## src/rtl/e203_ifu_flush_rsp.sv

```systemverilog
// ---------------------------------------------------------------------------
// e203_ifu_flush_rsp
//
// IFU-side responder for the EXU commit flush interface. A flush request
// carries two adder operands whose sum is the redirect PC. The block
// acknowledges the flush, issues one fetch to the redirect target, and drops
// the bus responses that belong to fetches issued before the flush.
//
// It sits between the IFU PC generator / fetch bus port (upstream) and the
// mini-decode / IR stage (downstream).
//
// Ports:
//   clk, rst_n            clock, synchronous active-low reset
//   pipe_flush_*          flush request from commit (req/ack, two operands)
//   seq_req_*             sequential fetch request from the PC generator
//   ifu_req_*             fetch request to the bus port
//   ifu_rsp_*             fetch response from the bus port
//   o_rsp_*               response forwarded to mini-decode / IR
//   redirect_valid/_pc    one-cycle pulse when the redirect fetch is issued
//   busy                  a redirect is pending or stale responses are owed
// ---------------------------------------------------------------------------
module e203_ifu_flush_rsp #(
  parameter int PC_W     = 32,
  parameter int INSTR_W  = 32,
  parameter int OUTS_MAX = 2
) (
  input  logic               clk,
  input  logic               rst_n,

  input  logic               pipe_flush_req,
  input  logic [PC_W-1:0]    pipe_flush_add_op1,
  input  logic [PC_W-1:0]    pipe_flush_add_op2,
  output logic               pipe_flush_ack,

  input  logic               seq_req_valid,
  input  logic [PC_W-1:0]    seq_req_pc,
  output logic               seq_req_ready,

  output logic               ifu_req_valid,
  output logic [PC_W-1:0]    ifu_req_pc,
  input  logic               ifu_req_ready,

  input  logic               ifu_rsp_valid,
  input  logic [INSTR_W-1:0] ifu_rsp_instr,
  input  logic               ifu_rsp_err,
  output logic               ifu_rsp_ready,

  output logic               o_rsp_valid,
  output logic [INSTR_W-1:0] o_rsp_instr,
  output logic               o_rsp_err,
  input  logic               o_rsp_ready,

  output logic               redirect_valid,
  output logic [PC_W-1:0]    redirect_pc,
  output logic               busy
);

  localparam int CNT_W = $clog2(OUTS_MAX + 1);

  typedef enum logic {
    IDLE = 1'b0,  // no redirect pending; sequential fetches flow through
    PEND = 1'b1   // redirect accepted, fetch to flush_pc_q not yet issued
  } state_e;

  state_e             state_q, state_d;
  logic [PC_W-1:0]    flush_pc_q, flush_pc_d;
  logic [CNT_W-1:0]   outs_cnt_q, outs_cnt_d;
  logic [CNT_W-1:0]   discard_cnt_q, discard_cnt_d;

  logic               outs_full;
  logic               flush_accept;
  logic               req_hs;
  logic               rsp_hs;

  // The full check looks only at the registered count: a response retiring
  // this cycle does not free a slot until the next one.
  assign outs_full = (outs_cnt_q == CNT_W'(OUTS_MAX));

  // NOTE: every signal driven here gets a default first, so no path through
  // the block leaves a value unassigned and no latch is inferred.
  always_comb begin
    state_d        = state_q;
    flush_pc_d     = flush_pc_q;
    outs_cnt_d     = outs_cnt_q;
    discard_cnt_d  = discard_cnt_q;

    pipe_flush_ack = 1'b0;
    flush_accept   = 1'b0;
    seq_req_ready  = 1'b0;
    ifu_req_valid  = 1'b0;
    ifu_req_pc     = seq_req_pc;
    redirect_valid = 1'b0;
    ifu_rsp_ready  = 1'b0;
    o_rsp_valid    = 1'b0;

    // Handshake-facing outputs are held low for the whole reset cycle so
    // nothing is issued or consumed while state is being cleared.
    if (rst_n) begin
      pipe_flush_ack = (state_q == IDLE);
      flush_accept   = pipe_flush_req && pipe_flush_ack;

      unique case (state_q)
        IDLE: begin
          if (pipe_flush_req) begin
            // Accept cycle: the sequential stream is stalled, and the
            // redirect fetch goes out no earlier than the next cycle.
            state_d    = PEND;
            flush_pc_d = pipe_flush_add_op1 + pipe_flush_add_op2;
          end else begin
            ifu_req_valid = seq_req_valid && !outs_full;
            seq_req_ready = ifu_req_ready && !outs_full;
          end
        end
        PEND: begin
          ifu_req_valid = !outs_full;
          ifu_req_pc    = flush_pc_q;
          if (!outs_full && ifu_req_ready) begin
            redirect_valid = 1'b1;
            state_d        = IDLE;
          end
        end
      endcase

      // Any response arriving in the accept cycle is already stale, as is
      // every response still owed while discard_cnt_q is non-zero.
      if (flush_accept || (discard_cnt_q != '0)) begin
        ifu_rsp_ready = 1'b1;
      end else begin
        ifu_rsp_ready = o_rsp_ready;
        o_rsp_valid   = ifu_rsp_valid;
      end
    end

    req_hs = ifu_req_valid && ifu_req_ready;
    rsp_hs = ifu_rsp_valid && ifu_rsp_ready;

    if (req_hs && !rsp_hs) begin
      outs_cnt_d = outs_cnt_q + CNT_W'(1);
    end else if (!req_hs && rsp_hs) begin
      outs_cnt_d = outs_cnt_q - CNT_W'(1);
    end

    // Responses return in order, so every fetch outstanding at the flush
    // (minus one retiring right now) is older than the redirect fetch.
    if (flush_accept) begin
      discard_cnt_d = outs_cnt_q - CNT_W'(rsp_hs);
    end else if ((discard_cnt_q != '0) && rsp_hs) begin
      discard_cnt_d = discard_cnt_q - CNT_W'(1);
    end
  end

  // NOTE: sequential state uses non-blocking assignments only, so every
  // register samples the pre-edge value of every other register.
  always_ff @(posedge clk) begin
    // NOTE: all four registers are control state and are cleared by reset;
    // a reset mid-operation abandons any pending redirect and discard debt.
    if (!rst_n) begin
      state_q       <= IDLE;
      flush_pc_q    <= '0;
      outs_cnt_q    <= '0;
      discard_cnt_q <= '0;
    end else begin
      state_q       <= state_d;
      flush_pc_q    <= flush_pc_d;
      outs_cnt_q    <= outs_cnt_d;
      discard_cnt_q <= discard_cnt_d;
    end
  end

  assign o_rsp_instr = ifu_rsp_instr;
  assign o_rsp_err   = ifu_rsp_err;
  assign redirect_pc = flush_pc_q;
  assign busy        = (state_q == PEND) || (discard_cnt_q != '0);

  // A response with nothing outstanding means the bus port broke protocol.
  assert property (@(posedge clk) disable iff (!rst_n)
                   (ifu_rsp_valid && ifu_rsp_ready) |-> (outs_cnt_q != '0))
    else $error("ifu response handshake with no outstanding fetch");

endmodule

```

## config.mk

```make
export PLATFORM = sky130hd
export DESIGN_NAME = e203_ifu_flush_rsp
export DESIGN_NICKNAME = d
export VERILOG_FILES = /design/src/rtl/e203_ifu_flush_rsp.sv
export SDC_FILE = /design/constraint.sdc
export NUM_CORES = 1
export LEC_CHECK = 0
export CAP_MARGIN = 20
export CELL_PAD_IN_SITES_DETAIL_PLACEMENT = 0
export CELL_PAD_IN_SITES_GLOBAL_PLACEMENT = 1
export CORE_MARGIN = 2
export CORE_UTILIZATION = 47
export CTS_CLUSTER_DIAMETER = 120
export DETAILED_ROUTE_END_ITERATION = 8
export DONT_BUFFER_PORTS = 1
export MAX_ROUTING_LAYER = met4
export PLACE_DENSITY = 0.95
export SETUP_SLACK_MARGIN = 0.02
export SLEW_MARGIN = 40
export SYNTH_ARGS = -nofsm -noshare
export SYNTH_HDL_FRONTEND = slang
export SYNTH_SLANG_ARGS = --single-unit
```

## constraint.sdc

```tcl
create_clock -name clk -period 5.39 [get_ports clk]
set_clock_uncertainty 0.05 [all_clocks]
set_input_delay 0.539 -clock clk [delete_from_list [all_inputs] [get_ports clk]]
set_output_delay 0.539 -clock clk [all_outputs]
set_load 0.05 [all_outputs]
```

==> results of run 1 <==
metrics by stage:
stage | instance area (um2) | utilization | setup slack, ps
final | 3680 | 0.474 | 2460
after global routing | 3680 | 0.474 | 2350
after CTS | 3680 | 0.474 | 2470
after detailed placement | 3590 | 0.463 | 2190
after global placement | 3580 | 0.461 | 2210
after floorplan | 3780 | - | 2000
where the power goes:
| part | internal [uW] | switching [uW] | total [uW] |
|---|---|---|---|
| registers | 305 | 120 | 425 |
| clock network | 102 | 96.9 | 198 |
| logic | 149 | 276 | 425 |
| total | 555 | 493 | 1050 |
logic make-up after synthesis:
group	count (synthesis)	synth area share
compound gates	128	0.225
xor+xnor	30	0.0696
fa+ha+maj	35	0.118
buf+inv	70	0.104
flops	37	0.196
mux	32	0.0954
simple gates	152	0.192
Yosys cell counts (2+ instances only):
| master | instances |
|---|---|
| o22ai_1 | 2 |
| xnor2_1 | 19 |
| mux2_2 | 32 |
| o21ai_0 | 36 |
| nand4_1 | 6 |
| o31ai_1 | 2 |
| buf_1 | 4 |
| or3_1 | 3 |
| o21bai_1 | 3 |
| or2_2 | 2 |
| o21a_1 | 2 |
| a31oi_1 | 3 |
| dfxtp_1 | 37 |
| clkbuf_1 | 19 |
| a31oi_4 | 2 |
| nand2b_1 | 5 |
| nand3_1 | 15 |
| a211oi_1 | 2 |
| and2_1 | 19 |
| ha_1 | 34 |
| inv_1 | 12 |
| and3_1 | 3 |
| nor2_1 | 27 |
| nand2_1 | 57 |
| xor2_1 | 11 |
| a21oi_1 | 38 |
| o21ai_1 | 2 |
| o211a_1 | 5 |
| nor3_1 | 4 |
| nor3b_1 | 3 |
| buf_4 | 34 |
| o211ai_1 | 6 |
| a21boi_0 | 3 |
| a21o_1 | 7 |
| nor2b_1 | 6 |
| a211oi_2 | 3 |
final cells by class:
| class | count | area, um2 | area share |
|---|---|---|---|
| multi-input combinational | 377 | 2670 | 0.724 |
| sequential | 37 | 741 | 0.201 |
| tap | 102 | 128 | 0.0347 |
| clock buffer | 7 | 86.3 | 0.0234 |
| inverter | 12 | 45.0 | 0.0122 |
| timing repair buffer | 2 | 15.0 | 0.00408 |
flip-flops by register name, indices dropped and copies added (netlist names):
signal / count
discard_cnt_q: 2
outs_cnt_q: 2
redirect_pc: 32
state_q: 1
layer usage:
metal | track usage | routed length (um)
met2 | 0.344 | 4550
met1 | 0.262 | 4090
met4 | 0.0616 | 154
met3 | 0.0273 | 578
met5 | - | 0
worst max-delay path, cell delays in order:
cell and delay, ps:
ha_1 210, fa_1 440, a211oi_2 330, o211ai_2 160
a31oi_4 230, a31oi_4 170, a211oi_4 320, nor3_1 80
o31a_1 300, o21ai_0 150, o311ai_1 110
worst paths after layout:
kind | startpoint | to | slack [ps] | cells past startpoint
min | rst_n | redirect_pc[7] | 320 | 1
min reg2reg | outs_cnt_q[1] | outs_cnt_q[1] | 480 | 2
max | pipe_flush_add_op1[0] | redirect_pc[30] | 2460 | 11
max reg2reg | state_q | outs_cnt_q[1] | 2780 | 7
==> results.cfg, run 1 <==
[outcome]
status = completed

[routing]
detail_route.wl_per_cell_um = 17.4
drtAntennaViolNets = 0
drc = 0
dr.pass1.iters = 4
routed_wirelength_mm = 9.37
post_drt_via_cell_ratio = 5.90
dr_total_vias = 3166
drt_iter0_drc = 114

[final_layout]
final_cell_mix = 57 x nand2_1, 38 x a21oi_1, 37 x dfxtp_1
instances_no_fill = 537
final_nets = 606
final_common_cell = nand2_1
antennaDiodeCount = 0
fillers = 826
drive_above_1_share = 0.133
area_growth_pct = -2.52

[run]
timing.max_cap.violations = 0

[synthesis]
async_flop_share = 0
ys_types = 52
syn-cell-area_um2 = 3780
syn_area_per_cell_um2 = 7.80
dominantRegCellSynth = dfxtp_1
ys_warn_count = 0
yosys-top-cells-area = dfxtp_1 20%, ha_1 11%, mux2_2 9.5%
ys_seq_area_frac = 0.196
yosysTopAreaCell = dfxtp_1
synth_top_area_frac = 0.196
synthesis.nets = 655
synth_edf_count = 0
postSynthRegisterBits = 37
synthCells = 484

[floorplanning]
start_util = 0.486
core_area_um2 = 7770
chipWidth_um = 93.7
dieArea_um2 = 8770
die_height_um = 93.7
io_pins = 240
rows = 32

[timing]
hold_viol = 0
period_share = 0.544
rsz0062_at_grt = false
min_period_ps = 2930
tightest_slew_ps = 844
fin_setup_tns_ps = 0
finalMaxSlewViolations = 0
hold_slack_ps = 321
max-slew-margin-rel = 0.435
max_freq_mhz = 341
setup_viol = 0

[clocking]
clock_latency_ps = 280
cts_buffer_depth = 2
cts_resized = 0
htreeDepth = 2
hold_buffers = 0
clock_sinks = 37
cts_tree = yes
cts-root-buf = clkbuf_8
clkTransAtPathRegs_ps = 80
numCtsBuffers = 5
postCtsSetupRepairBufs = 0

[grt]
grt_pass1_wl_mm = 14.2
gr-usage-all-layers = 0.206
grt_pass1_vias = 2907
antenna_found_initial = 0
grt_max_degree = 52
gr-total-overflow = 0

[worst_setup_path]
worst-setup-path-type = input pin to flop
worstPathArrival_ps = 3050
worst_setup_path_start_kind = input pin
cp.required_ps = 5500
cp-end-kind = flop
cp_max_fo = 5

[power_and_ir_drop]
ir_drop_mv = 0.0927
p_total_uw = 1050
p_leak_uw = 0.00150
power_density_nw_per_um2 = 285

[placed_design]
portBuffers = 0
post-place-cells = 530
place.gp.congestion = 0.864
hpwl_mm = 7.40

[hold_path]
hp-class = input pin to flop
Note: power is estimated with default switching activity, not from simulation.
==> run 2, diff against run 1 <==
--- a/config.mk
+++ b/config.mk
@@ -5,16 +5,17 @@
 export SDC_FILE = /design/constraint.sdc
 export NUM_CORES = 1
 export LEC_CHECK = 0
+export ABC_AREA = 1
 export CAP_MARGIN = 20
 export CELL_PAD_IN_SITES_DETAIL_PLACEMENT = 0
 export CELL_PAD_IN_SITES_GLOBAL_PLACEMENT = 1
 export CORE_MARGIN = 2
-export CORE_UTILIZATION = 47
+export CORE_UTILIZATION = 41
 export CTS_CLUSTER_DIAMETER = 120
 export DETAILED_ROUTE_END_ITERATION = 8
 export DONT_BUFFER_PORTS = 1
 export MAX_ROUTING_LAYER = met4
-export PLACE_DENSITY = 0.95
+export PLACE_DENSITY = 0.9
 export SETUP_SLACK_MARGIN = 0.02
 export SLEW_MARGIN = 40
 export SYNTH_ARGS = -nofsm -noshare
==> constraint.sdc (replaced) <==
create_clock -name clk -period 2.8 [get_ports clk]
set_clock_uncertainty 0.05 [all_clocks]
set_input_delay 0.28 -clock clk [delete_from_list [all_inputs] [get_ports clk]]
set_output_delay 0.28 -clock clk [all_outputs]
set_load 0.05 [all_outputs]
==> results.cfg, run 2 <==
[routing]
drtAntennaViolNets = 0
drt_iter0_drc = 166
drc = 0
routed_wirelength_mm = 12.7
dr.pass1.iters = 4
dr_total_vias = 4465
post_drt_via_cell_ratio = 4.65
detail_route.wl_per_cell_um = 13.2

[synthesis]
ys_warn_count = 0
yosysMostFrequentCell = nand2_1
ys_seq_area_frac = 0.161
synth_top_area_frac = 0.214
synthesis.nets = 997
ys_types = 34
async_flop_share = 0
yosysTopAreaCell = nand2_1
syn_area_per_cell_um2 = 5.55
syn-cell-area_um2 = 4590
synth_edf_count = 0
dominantRegCellSynth = dfxtp_1
postSynthRegisterBits = 37
yosys-top-cells-area = nand2_1 21%, dfxtp_1 16%, inv_1 15%
synth.top_cells.by_count = 261 x nand2_1, 182 x inv_1, 54 x a21oi_1
synthCells = 826

[clocking]
cts_resized = 0
cts-root-buf = clkbuf_8
numCtsBuffers = 5
clock_sinks = 37
cts_tree = yes
htreeDepth = 2
clock_latency_ps = 290
clkTransAtPathRegs_ps = 70
hold_buffers = 0
cts_buffer_depth = 2
postCtsSetupRepairBufs = 0

[placed_design]
dpl-instance-area_um2 = 4730
post-place-cells = 952
hpwl_mm = 10.8
portBuffers = 0
place.gp.congestion = 0.876

[floorplanning]
core_area_um2 = 10900
chipWidth_um = 110
dieArea_um2 = 12000
die_height_um = 110
rows = 38
start_util = 0.421
io_pins = 240

[final_layout]
area_growth_pct = 5.76
final_common_cell = nand2_1
instances_no_fill = 960
largest_register_ffs = 32
antennaDiodeCount = 0
design_area_um2 = 4850
post-route-util = 0.446
drive_above_1_share = 0.0976
final_nets = 990
final_cell_mix = 260 x nand2_1, 182 x inv_1, 54 x a21oi_1
fillers = 1270

[hold_path]
hold_start = rst_n
hp-class = input pin to flop
worstHoldPathCells = 2
min_to = discard_cnt_q[0]

[grt]
grt_pass1_vias = 4148
gr-total-overflow = 0
grt_max_degree = 47
antenna_found_initial = 0
gr-usage-all-layers = 0.216
grt_pass1_wl_mm = 19.8

[timing]
tightest_slew_ps = 658
finalMaxSlewViolations = 0
hold_viol = 0
fin_setup_tns_ps = 0
max_freq_mhz = 455
min_period_ps = 2200
period_share = 0.785
setup_viol = 0
max-slew-margin-rel = 0.561
hold_slack_ps = 77.5
rsz0062_at_grt = false

[worst_setup_path]
r2r-end = outs_cnt_q[1]
r2r_start = state_q
cp_max_fo = 32
worst-setup-path-type = flop to primary output
cp.required_ps = 2470
r2r_setup_slack_ps = 900
worst_setup_path_start_kind = flop
reg2reg_depth = 10
worstPathArrival_ps = 1870
cp-end-kind = primary output

[power_and_ir_drop]
power_density_nw_per_um2 = 472
p_leak_uw = 0.00292
ir_drop_mv = 0.295

[outcome]
status = completed

[run]
timing.max_cap.violations = 0
run 2: cell types whose count changed after synthesis, sizes merged, moves of 17 or more:
cell	before	now
nand2	57	274
inv	12	183
nor2	27	58
mux2	32	3
nand3	15	42
a21oi	38	55
and2	19	2
run 2: worst max-delay path: stages (launching register included):
cell,delay [ps]
dfxtp_1,370
nand2_2,430
buf_4,390
nand2_1,80
o21ai_1,90
buf_4,220
run 2: kinds of logic after synthesis:
family | Yosys count | share of synthesized area
xor gates and xnor gates | 17 | 0.0325
DFF | 37 | 0.161
muxes | 3 | 0.00736
AOI/OAI and AO/OA | 114 | 0.128
and+or+nand+nor | 387 | 0.353
buffers and inverters | 233 | 0.220
adders and majority gates | 35 | 0.0971
run 2: area by class of cell:
type | instances | area, um2 | share of cell area
clock buffers | 7 | 86.3 | 0.0178
well taps | 140 | 175 | 0.0361
repair buffers | 36 | 283 | 0.0583
clock inverters | 1 | 30.0 | 0.00619
multi-input cells | 556 | 2850 | 0.587
flip-flops and latches | 37 | 741 | 0.153
inverters | 183 | 687 | 0.142
run 2: report_power, final:
group	leakage (uW)	switching, uW	internal [uW]
Sequential	0.000307	218	585
Clock	0.0000585	191	291
Combinational	0.00256	693	313
Total	0.00292	1100	1190
run 2: through the flow:
| step | worst slack, ps | total power (uW) |
|---|---|---|
| 3_5_place_dp | 727 | 1820 |
| 4_1_cts | 574 | 2310 |
| 3_3_place_gp | 780 | 1820 |
| 2_1_floorplan | 255 | 1690 |
| 6_report | 602 | 2290 |
| 5_1_grt | 363 | 2460 |
run 2: per-layer routing:
layer	share of wire	vias to the layer above	global-route usage
li1	-	2461	-
met1	0.48	1872	0.285
met2	0.46	124	0.361
met3	0.052	8	0.0190
met4	0.0087	0	0.0443
met5	0	-	-
run 2: worst max-delay path by stage:
stage	startpoint	endpoint	cells after the start
6_report	state_q	ifu_req_pc[31]	5
4_1_cts	state_q	ifu_req_pc[25]	5
3_5_place_dp	pipe_flush_add_op1[0]	redirect_pc[16]	12
3_3_place_gp	pipe_flush_add_op1[0]	redirect_pc[16]	12
2_1_floorplan	rst_n	seq_req_ready	4
5_1_grt	state_q	ifu_req_pc[25]	5
